<file path="config.mk">
export PLATFORM = sky130hd
export DESIGN_NAME = display_scan_counter
export DESIGN_NICKNAME = d
export VERILOG_FILES = /design/src/rtl/coffee_display_pkg.sv /design/src/rtl/display_scan_counter_prescaler.sv /design/src/rtl/display_scan_counter.sv
export SDC_FILE = /design/constraint.sdc
export NUM_CORES = 1
export LEC_CHECK = 0
export BUFFER_PORTS_ARGS = -buffer_cell sky130_fd_sc_hd__buf_2
export CORE_AREA = 2 2 45 78
export CTS_BUF_LIST = sky130_fd_sc_hd__clkbuf_2
export DETAILED_ROUTE_END_ITERATION = 10
export DIE_AREA = 0 0 47 80
export PLACE_DENSITY = 0.67
export SETUP_SLACK_MARGIN = 0.15
export SLEW_MARGIN = 20
export SYNTH_ARGS = -nofsm -noshare
export SYNTH_HDL_FRONTEND = slang
export SYNTH_SLANG_ARGS = --single-unit
</file>
<file path="constraint.sdc">
create_clock -name clock -period 2.25 [get_ports clock]
set_clock_uncertainty 0.2 [all_clocks]
set_input_delay 0.225 -clock clock [delete_from_list [all_inputs] [get_ports clock]]
set_output_delay 0.225 -clock clock [all_outputs]
set_load 0.02 [all_outputs]
</file>
<file path="src/rtl/coffee_display_pkg.sv">
// Shared display definitions: digit count, scan index type and the anode decode.
package coffee_display_pkg;

   localparam int unsigned NUM_DIGITS = 4;

   typedef logic [1:0] digit_idx_t;

   localparam logic [NUM_DIGITS-1:0] ANODE_OFF = 4'b1111;

   // Active-low one-hot anode for the given digit.
   function automatic logic [NUM_DIGITS-1:0] idx_to_anode(input digit_idx_t idx);
      logic [NUM_DIGITS-1:0] an;
      an      = ANODE_OFF;
      an[idx] = 1'b0;
      return an;
   endfunction

endpackage

</file>
<file path="src/rtl/display_scan_counter_prescaler.sv">
// Slot timer: counts 0..DIV-1 with clear/freeze and flags the terminal count.
module scan_prescaler #(
   parameter int unsigned DIV = 8,
   parameter int unsigned CW  = 3
) (
   input  logic          clk,
   input  logic          rst_n,
   input  logic          clear_i,
   input  logic          freeze_i,
   output logic [CW-1:0] cnt_nxt_c,
   output logic          term_c
);

   logic [CW-1:0] cnt_q;

   always_ff @(posedge clk or negedge rst_n) begin
      if (!rst_n) cnt_q <= '0;
      else        cnt_q <= cnt_nxt_c;
   end

   // Clear dominates freeze; terminal pulse only when the count actually wraps.
   always_comb begin
      cnt_nxt_c = cnt_q;
      term_c    = 1'b0;
      if (clear_i) begin
         cnt_nxt_c = '0;
      end else if (!freeze_i) begin
         if (cnt_q == CW'(DIV - 1)) begin
            cnt_nxt_c = '0;
            term_c    = 1'b1;
         end else begin
            cnt_nxt_c = cnt_q + CW'(1);
         end
      end
   end

endmodule

</file>
<file path="src/rtl/display_scan_counter.sv">
// Digit-scan sequencer: slot timing, scan index, blanking guard and active-low anodes.
module display_scan_counter
   import coffee_display_pkg::*;
#(
   parameter int unsigned CLK_HZ       = 50_000_000,
   parameter int unsigned SCAN_HZ      = 1_000,
   parameter int unsigned BLANK_CYCLES = 16
) (
   input  logic                  clock,
   input  logic                  reset_n,
   input  logic                  enable,
   input  logic                  hold,
   output logic                  saida1Contador,
   output logic                  saida2Contador,
   output logic [NUM_DIGITS-1:0] digit_an,
   output logic                  blank,
   output logic                  tick
);

   localparam int unsigned DIV = CLK_HZ / SCAN_HZ;
   localparam int unsigned CW  = (DIV > 1) ? $clog2(DIV) : 1;

   if (DIV < 2) begin : g_chk_div
      $fatal(1, "display_scan_counter: DIV must be at least 2");
   end
   if (BLANK_CYCLES >= DIV) begin : g_chk_blank
      $fatal(1, "display_scan_counter: BLANK_CYCLES must be below DIV");
   end
   if ((CLK_HZ % SCAN_HZ) != 0) begin : g_chk_ratio
      $fatal(1, "display_scan_counter: CLK_HZ must be a multiple of SCAN_HZ");
   end

   logic                  clear;
   logic                  freeze;
   logic [CW-1:0]         cnt_nxt;
   logic                  slot_end;

   digit_idx_t            idx_q,   idx_d;
   logic [NUM_DIGITS-1:0] an_q,    an_d;
   logic                  blank_q, blank_d;
   logic                  tick_q,  tick_d;

   assign clear  = !enable;
   assign freeze = enable && hold;

   scan_prescaler #(
      .DIV (DIV),
      .CW  (CW)
   ) u_prescaler (
      .clk       (clock),
      .rst_n     (reset_n),
      .clear_i   (clear),
      .freeze_i  (freeze),
      .cnt_nxt_c (cnt_nxt),
      .term_c    (slot_end)
   );

   // Outputs are derived from the next cnt/idx so the registers line up with the timer.
   always_comb begin
      idx_d   = idx_q;
      blank_d = 1'b1;
      an_d    = ANODE_OFF;
      tick_d  = slot_end;
      if (slot_end) idx_d = idx_q + digit_idx_t'(1);
      blank_d = clear || (cnt_nxt < CW'(BLANK_CYCLES));
      if (!blank_d) an_d = idx_to_anode(idx_d);
   end

   always_ff @(posedge clock or negedge reset_n) begin
      if (!reset_n) begin
         idx_q   <= '0;
         an_q    <= ANODE_OFF;
         blank_q <= 1'b1;
         tick_q  <= 1'b0;
      end else begin
         idx_q   <= idx_d;
         an_q    <= an_d;
         blank_q <= blank_d;
         tick_q  <= tick_d;
      end
   end

   assign saida1Contador = idx_q[1];
   assign saida2Contador = idx_q[0];
   assign digit_an       = an_q;
   assign blank          = blank_q;
   assign tick           = tick_q;

endmodule

</file>
==> out/qor.yml <==
outcome:
  status: "finished clean"
cells_and_area:
  fin_nets: 166
  area_growth_pct: 27.6
  drive_gt1_frac: 0.375
  area.sequential_um2: 608
  fin_cells: 203
  fillers: 264
  multi_input_area_um2: 774
  n_antenna_cell: 0
power_and_ir_drop:
  peakVddDrop_mv: 0.265
  p_sw_frac: 0.231
  total_power_uw: 792
  clkPwrFrac: 0.370
  pwr-share-seq: 0.559
  combPwrFrac: 0.071
  cellPowerDensity_mw_per_mm2: 465
  leakagePower_nw: 0.745
  internal_power_uw: 609
  p_switching_uw: 183
clock_network:
  clkSinkCount: 24
  insertion_delay_ns: 0.36
  cts_buffer_depth: 2
  cts_tree: "yes"
  cts_max_level: 1
  cts_root_buffer: "clkbuf_2"
  numCtsBuffers: 3
  clkTransAtPathRegs_ns: 0.24
sta:
  hold_viol_final: 0
  worstMarginPinSlew_ns: 0.568
  finalSetupViolCount: 0
  rsz0062_at_grt: "true"
  timing.final.crit_period_ns: 2.24
  clock.fmax_ghz: 0.447
  slew_violations: 0
  setup_ws_ns: 0.0148
  post-route-period-util: 0.993
  slew_headroom: 0.622
worst_setup_path:
  critPathLaunchType: "flip-flop"
  startpoint: "u_prescaler.cnt_q[1]"
  rr_startpoint: "u_prescaler.cnt_q[1]"
  critPathMaxFanout: 5
  worstPathArrival_ns: 2.36
  r2r_cells: 8
  crit_end: "digit_an[1]"
  timing.critical_path.depth: 8
  cp_top_family: "simple AND/OR/NAND/NOR gates"
  slowest_delay_ns: 0.50
  cp_slowest_cell: "dfrtp_1"
  cp_num_buf_inv: 1
  r2r_end: "digit_an[1]"
  worst_ep_required_time_ns: 2.38
  critical_path.endpoint_type: "flip-flop"
  critical_path_class: "flip-flop to flip-flop"
  crit_chain: "ha_2 -> and3_4 -> buf_12 -> nand4_4 -> nor3_4 -> xnor2_2 -> nor3b_2 -> o21ai_1"
  r2r_slack_ns: 0.01
synth:
  synth_edf_count: 0
  synth_fp_nets: 136
  synth_cells: 131
  synth.avg_cell_area_um2: 10.2
  yosys_warnings: 0
  netlist_area_mm2: 0.00134
  ys_ff_latch: 24
  ys.flop_type: "dfrtp_1"
  synth.distinct_cells: 42
  yosysSeqAreaShare: 0.455
  async_reset_ff_frac: 1.00
floorplanning:
  core_mm2: 0.00311
  pin_count: 12
  dieWidth_um: 47
  die-area_mm2: 0.00376
  die_y_um: 80
  rows: 27
  start_util: 0.430
global_route:
  antenna_found_initial: 0
  track_usage: 0.189
  grt_pass1_vias: 1124
  grt_pass1_wl_um: 5100
  grt_max_degree: 25
  gr-total-overflow: 0
placement:
  place_hpwl_um: 2080
  port_buffers: 11
  pre_cts_ws_ns: -0.0712
  place_inst: 184
  finalWeightedCongestion: 0.857
job:
  cap_violations: 0
hold_path:
  holdCritPathClass: "input port to flip-flop"
  hold_depth: 4
detailed_routing:
  drc: 0
  ant_nets: 0
  via_per_inst: 5.48
  wl_per_cell_um: 16.2
  vias: 1112
  drt_iter0_drc: 21
  wl_um: 3290
  firstDrtPassIters: 4
==> routing by layer <==
layer | track usage | up-vias | part of all wire | wire length, um
li1 | - | 524 | - | -
met1 | 0.212 | 545 | 0.39 | 1270
met2 | 0.323 | 32 | 0.55 | 1800
met3 | 0.0294 | 11 | 0.035 | 114
met4 | 0.0972 | 0 | 0.030 | 98
met5 | 0 | - | 0 | 0
==> final cells by class <==
| class | count | share of cell area |
|---|---|---|
| clock buffer | 3 | 0.00881 |
| clock inverter | 1 | 0.0176 |
| inverter | 4 | 0.00881 |
| multi-input combinational | 100 | 0.454 |
| sequential | 24 | 0.357 |
| tap | 43 | 0.0316 |
| timing repair buffer | 28 | 0.122 |
==> flip-flops by register name, indices dropped and copies added (netlist names) <==
signal / count
u_prescaler.cnt_q: 16
blank: 1
idx_q: 2
tick: 1
digit_an: 4
==> placed cells by master (no fill, tap or decap), types with 2 or more instances in the layout <==
| cell | n |
|---|---|
| buf_6 | 2 |
| o21ai_1 | 3 |
| nor3_1 | 3 |
| xnor2_2 | 2 |
| dfstp_2 | 5 |
| nand3_1 | 4 |
| xor2_1 | 8 |
| a21oi_1 | 2 |
| dfrtp_1 | 18 |
| nand2_1 | 12 |
| nand4_1 | 2 |
| buf_4 | 12 |
| nand4_4 | 2 |
| nor2_1 | 21 |
| buf_2 | 11 |
| and4_1 | 2 |
| and4bb_1 | 2 |
| clkbuf_2 | 3 |
| dlygate4sd3_1 | 2 |
| inv_1 | 4 |
| xnor2_1 | 6 |
==> how the worst min path moves through the flow <==
stage	to	slack, ns	from
after CTS	u_prescaler.cnt_q[0]	0.01	hold
after detailed placement	u_prescaler.cnt_q[6]	0.04	reset_n
after floorplan	idx_q[0]	-0.27	reset_n
final	blank	0.02	enable
after global placement	u_prescaler.cnt_q[3]	0.03	reset_n
after global routing	blank	0.01	enable
==> what timing repair did <==
action	4_1_cts	5_1_grt
resized for setup	9	9
endpoints found under the hold margin	25	0
hold buffers	2	0
pin swaps	11	6
buffers inserted	11	2
cloned	0	0
setup endpoints to repair	17	18
==> kinds of logic (layout without fill, tap and decap cells) <==
group / after synthesis / after routing / synth area share
buffers and inverters: 7 / 36 / 0.0262
adder cells (fa/ha/maj): 1 / 1 / 0.00937
AND/OR/NAND/NOR: 66 / 66 / 0.301
flip-flops: 24 / 24 / 0.455
XOR/XNOR: 16 / 16 / 0.105
AO/OA/AOI/OAI: 17 / 17 / 0.104
==> tightest hold or removal path, cell delays in order <==
cell and delay, ns:
buf_2 0.15, o21ai_4 0.10, inv_1 0.07, o21ai_1 0.06
==> through the flow <==
| step | cell area, um^2 | hold WS [ns] | TNS [ns] | util |
|---|---|---|---|---|
| finish | 1700 | 0.0160 | 0 | 0.548 |
| global route | 1700 | 0.0127 | -0.107 | 0.548 |
| CTS | 1640 | 0.00973 | 0 | 0.528 |
| detailed placement | 1440 | 0.0406 | -0.220 | 0.463 |
| global placement | 1440 | 0.0296 | 0 | 0.463 |
| floorplan | 1340 | -0.271 | 0 | - |
==> synth_stat cells, types with 2 or more instances <==
cell | number | share of area
dfrtp_1 | 19 | 0.36
a21oi_1 | 3 | 0.011
and4_1 | 2 | 0.013
nand3_1 | 4 | 0.015
nor2_1 | 22 | 0.062
xor2_1 | 8 | 0.052
nor3_1 | 4 | 0.015
dfstp_2 | 5 | 0.098
nor4_2 | 2 | 0.019
and4bb_1 | 2 | 0.019
nand3_2 | 2 | 0.015
nand4_1 | 2 | 0.0094
xnor2_1 | 8 | 0.052
o21ai_1 | 5 | 0.019
inv_1 | 4 | 0.011
and3_1 | 2 | 0.0094
nand2_1 | 12 | 0.034
==> power by group through the flow <==
stage | registers, mW | clock network (mW) | logic, mW
global placement | 0.448 | 0 | 0.0419
floorplan | 0.450 | 0 | 0.0201
finish | 0.443 | 0.293 | 0.0565
global route | 0.444 | 0.318 | 0.0628
CTS | 0.442 | 0.299 | 0.0498
detailed placement | 0.449 | 0 | 0.0428
Power figures use the tool's default switching activity.
